File: config.mk
export PLATFORM = sky130hd
export DESIGN_NAME = bcd_convert_seq
export DESIGN_NICKNAME = d
export VERILOG_FILES = /design/src/rtl/bcd_convert_seq.sv
export SDC_FILE = /design/constraint.sdc
export NUM_CORES = 1
export LEC_CHECK = 0
export BUFFER_PORTS_ARGS = -buffer_cell sky130_fd_sc_hd__buf_2
export CAP_MARGIN = 20
export CELL_PAD_IN_SITES_DETAIL_PLACEMENT = 1
export CELL_PAD_IN_SITES_GLOBAL_PLACEMENT = 2
export CORE_UTILIZATION = 36
export DETAILED_ROUTE_END_ITERATION = 6
export GPL_ROUTABILITY_DRIVEN = 0
export HOLD_SLACK_MARGIN = 0.03
export PLACE_DENSITY_LB_ADDON = 0.1
export RECOVER_POWER = 100
export SYNTH_ARGS = -nofsm -noshare
export SYNTH_HDL_FRONTEND = slang
export SYNTH_SLANG_ARGS = --single-unit
File: constraint.sdc
create_clock -name clk -period 3.19 [get_ports clk]
set_input_delay 0.1595 -clock clk [delete_from_list [all_inputs] [get_ports clk]]
set_output_delay 0.1595 -clock clk [all_outputs]
set_load 0.01 [all_outputs]
File: src/rtl/bcd_convert_seq.sv
// Sequential binary-to-BCD converter using one double-dabble step per clock.
// Values above 10^DIGITS-1 saturate the result to all nines and raise overflow.
module bcd_convert_seq #(
  parameter int WIDTH  = 6,
  parameter int DIGITS = 2
) (
  input  logic                  clk,
  input  logic                  reset,
  input  logic                  start,
  input  logic [WIDTH-1:0]      num_bin,
  output logic                  busy,
  output logic                  done,
  output logic [4*DIGITS-1:0]   bcd,
  output logic                  overflow
);

  localparam int                  CNT_W     = (WIDTH > 1) ? $clog2(WIDTH) : 1;
  localparam logic [CNT_W-1:0]    LAST_STEP = CNT_W'(WIDTH - 1);
  localparam logic [4*DIGITS-1:0] ALL_NINES = {DIGITS{4'h9}};

  typedef enum logic {IDLE, CONV} state_t;

  state_t                state_q;
  logic [CNT_W-1:0]      cnt_q;
  logic [WIDTH-1:0]      shift_q;
  logic [4*DIGITS-1:0]   scratch_q;
  logic                  ovf_q;
  logic                  busy_q;
  logic                  done_q;
  logic [4*DIGITS-1:0]   bcd_q;
  logic                  overflow_q;

  logic [4*DIGITS-1:0]   scratch_adj;
  logic [4*DIGITS-1:0]   scratch_d;
  logic [WIDTH-1:0]      shift_d;
  logic                  carry_d;
  logic                  ovf_d;

  // One double-dabble step. A bit leaving the top digit means the partial
  // value has reached 10^DIGITS; partial values only grow, so it is sticky.
  always_comb begin
    scratch_adj = scratch_q;
    for (int i = 0; i < DIGITS; i++) begin
      if (scratch_q[4*i +: 4] >= 4'd5) begin
        scratch_adj[4*i +: 4] = scratch_q[4*i +: 4] + 4'd3;
      end
    end
    {carry_d, scratch_d} = {scratch_adj, shift_q[WIDTH-1]};
    shift_d              = shift_q << 1;
    ovf_d                = ovf_q | carry_d;
  end

  // NOTE: all state is updated with non-blocking assignments so every
  // register samples the pre-edge values, independent of statement order.
  always_ff @(posedge clk) begin
    if (reset) begin
      state_q    <= IDLE;
      cnt_q      <= '0;
      shift_q    <= '0;
      scratch_q  <= '0;
      ovf_q      <= 1'b0;
      busy_q     <= 1'b0;
      done_q     <= 1'b0;
      bcd_q      <= '0;
      overflow_q <= 1'b0;
    end else begin
      case (state_q)
        IDLE: begin
          done_q <= 1'b0;
          if (start) begin
            shift_q   <= num_bin;
            scratch_q <= '0;
            ovf_q     <= 1'b0;
            cnt_q     <= '0;
            busy_q    <= 1'b1;
            state_q   <= CONV;
          end
        end
        CONV: begin
          shift_q   <= shift_d;
          scratch_q <= scratch_d;
          ovf_q     <= ovf_d;
          cnt_q     <= cnt_q + 1'b1;
          if (cnt_q == LAST_STEP) begin
            bcd_q      <= ovf_d ? ALL_NINES : scratch_d;
            overflow_q <= ovf_d;
            done_q     <= 1'b1;
            busy_q     <= 1'b0;
            cnt_q      <= '0;
            state_q    <= IDLE;
          end
        end
        default: state_q <= IDLE;
      endcase
    end
  end

  assign busy     = busy_q;
  assign done     = done_q;
  assign bcd      = bcd_q;
  assign overflow = overflow_q;

endmodule

==> summary.md <==
| Metric | Value |
|---|---|
| Die Area | 4260 µm² |
| Clock Power Share | 40.4% |
| Crit. End Element | register |
| RSZ-0062 raised after global routing | no |
| Starting Density | 38.5% |
| Drt pass-1 iters | 4 |
| Syn_area_per_cell | 8.47 µm² |
| I/O pin count | 20 |
| Post-synth cell types | 38 |
| Final setup margin | 0.873 ns |
| Largest net degree at the start of global routing | 32 |
| Post-synthesis sequential area ratio | 41.7% |
| Drt via density | 5.40 |
| #FFs+latches synth | 30 |
| Compound-Gate Fraction of Synth Area | 19.3% |
| Worst R2R Setup Slack | 0.87 ns |
| Hpwl dp | 2450 µm |
| Vias in the first global route | 1230 |
| Post-CTS sizing | 0 |
| Post-Synth XOR/XNOR Area | 0% |
| # port buffers | 19 |
| Cell count of the worst hold path | 3 |
| Synth top area cells | dfxtp_1, nor2_1, mux2i_1 |
| Combinational family with the most area after synthesis | simple AND/OR/NAND/NOR gates |
| Worst R2R Path Depth | 4 |
| Hold Path Class | in -> reg |
| Residual DRC | 0 |
| Worst Clk Skew | 0.00419 ns |
| Ys async rst share | 0% |
| Sw frac | 22.7% |
| Startpoint Class | register |
| H-tree depth | 2 |
| Mapped Nets | 183 |
| Crit path time final | 2.32 ns |
| Sequential Power Share | 53.2% |
| Synth Flop Type | dfxtp_1 |
| Die width | 65.3 µm |
| Antenna diode count | 0 |
| Fill cells | 468 |
| Global route overflow | 0 |
| Area leader, netlist | dfxtp_1 |
| Kind of critical path | reg -> reg |
| Number of flops mapped to enable cells by yosys | 0 |
| Root Buffer | clkbuf_8 |
| Most common cell in the netlist | dfxtp_1 |
| Post-synth top cells | dfxtp_1, nor2_1, a21oi_1, nand2_1, nor3_1 |
| Final Total Pwr | 0.733 mW |
| Worst-path clk slew | 0.06 ns |
| Clk buf depth | 2 |
| Slew @ Worst Pin | 0.935 ns |
| Chip height | 65.3 µm |
| Fin. Hold Viols | 0 |
| Hold path start | num_bin[0] |
| Critical path peak fanout | 24 |
| Std-Cell Rows | 22 |
| Syn-to-layout area delta | 12.2% |
| Outcome | finished, final reports clean |
| Initial antenna violation count | 0 |
| Mapped cell area | 1440 µm² |
| Post-synth top area share | 41.7% |
| Placed Area | 1560 µm² |
| First-pass GRT wire length | 5580 µm |
| DR vias | 1268 |
| Starting DRC count in detailed routing | 47 |
| Hold endpoint | shift_q[0] |
| Final Slew Violations | 0 |
| Clk sinks | 30 |
| Final net count | 201 |
| Clock insertion delay at the later pin of the skew report | 0.28 ns |
| DRT antenna net count | 0 |
| Number of synthesis warnings | 0 |
| Period utilisation layout | 72.6% |
| Int Pwr | 0.566 mW |
| Core Area | 3740 µm² |
| Worst reg2reg endpoint | bcd[5] |
| Num CTS Buffers | 5 |
| Power per Cell Area | 454 nW/µm² |
| Worst Path Arrival | 2.51 ns |
| Post-synthesis simple-gate area fraction | 26.5% |
| Post-placement worst setup slack | 1.41 ns |
| Sw Pwr | 0.167 mW |
| Setup violations, final | 0 |
| Max-slew headroom | 37.7% |
| Critical path required time | 3.38 ns |
| WL final | 3380 µm |
| Final setup TNS | 0 ns |
| Post-CTS setup buffer count | 0 |
| CTS tree | yes |
| Multiplexer area fraction after synthesis | 4.87% |
| R2R Path Start | state_q |
| Timing-limited maximum frequency | 0.432 GHz |
| Synth Area in Adders | 3.48% |
| Leakage | 0.604 nW |
| Peak supply drop | 0.217 mV |
| Total track usage | 17.7% |
| Final instance area | 1620 µm² |
| Hold buffer count at CTS | 0 |
| Post-synthesis cell count | 170 |
| Comb pwr share | 6.4% |
| WL per Instance | 14.4 µm |
| Share of layout cells above drive strength 1 | 11.8% |
| MaxCap Viol Count | 0 |
| Hold Slack | 0.177 ns |
cell families (layout without fill, tap and decap cells):
kind of cell	Yosys count	count (layout)
buf+inv	14	31
simple gates	73	73
fa+ha+maj	4	4
mux	7	7
flops	30	30
compound gates	42	42
state kept, by name (all words and copies together) (netlist names):
register	flops
bcd	8
scratch_q	8
shift_q	6
cnt_q	3
busy	1
done	1
overflow	1
ovf_q	1
state_q	1
through the flow:
stage          util (%)  instances
6_report           43.1        235
5_1_grt            43.1        235
4_1_cts            43.9        235
3_5_place_dp       41.7        229
3_3_place_gp       41.7        229
2_1_floorplan         -        170
routing by layer:
metal,track usage [%],up-vias,part of all wire [%]
li1,-,635,-
met1,21.5,611,48
met2,28.7,16,47
met3,4.17,6,2.7
met4,9.78,0,2.2
met5,0,-,0
worst max path at each step:
stage | to | start | slack (ns)
after floorplan | bcd[2] | scratch_q[5] | 1.70
after global placement | bcd[4] | scratch_q[4] | 1.52
after detailed placement | bcd[6] | state_q | 1.41
after CTS | bcd[6] | state_q | 1.41
after global routing | bcd[5] | state_q | 0.64
final | bcd[5] | state_q | 0.87
power by group through the flow:
stage	registers, mW	clock network (mW)	logic [mW]
after detailed placement	0.398	0	0.0491
after global placement	0.397	0	0.0470
final	0.390	0.296	0.0471
after CTS	0.390	0.305	0.0491
after floorplan	0.396	0	0.0360
after global routing	0.391	0.324	0.0532
cell type report:
type,count,area (µm²),share of cell area (%)
Tap cell,48,60.1,3.72
Multi-Input combinational cell,126,768,47.6
Sequential cell,30,601,37.2
Inverter,5,18.8,1.16
Timing Repair Buffer,20,85.1,5.27
Clock buffer,6,82.6,5.11
worst max-delay path, stage by stage, from the launching register on:
cell,delay (ns)
dfxtp_1,0.48
clkbuf_1,0.74
and2_2,0.44
or2b_2,0.36
o31ai_1,0.21
placed cells by master (no fill, tap or decap), drive strengths merged:
cell / Yosys / final
a21o: 2 / 2
a22oi: 1 / 1
buf: 5 / 8
or3: 1 / 1
a211oi: 3 / 3
nand2b: 5 / 5
clkbuf: 4 / 18
and2: 5 / 5
ha: 4 / 4
a221o: 1 / 1
a21oi: 13 / 13
nor4: 1 / 1
nor2: 28 / 28
a22o: 1 / 1
nor3b: 5 / 5
mux2i: 7 / 7
nor3: 10 / 10
or2b: 1 / 1
o21bai: 1 / 1
a31oi: 6 / 6
a311oi: 1 / 1
and3b: 1 / 1
inv: 5 / 5
nand2: 10 / 10
a211o: 3 / 3
or2: 1 / 1
nand3b: 5 / 5
dfxtp: 30 / 30
o21ai: 6 / 6
o31ai: 4 / 4
No activity file was read; power rests on OpenSTA's default activity.
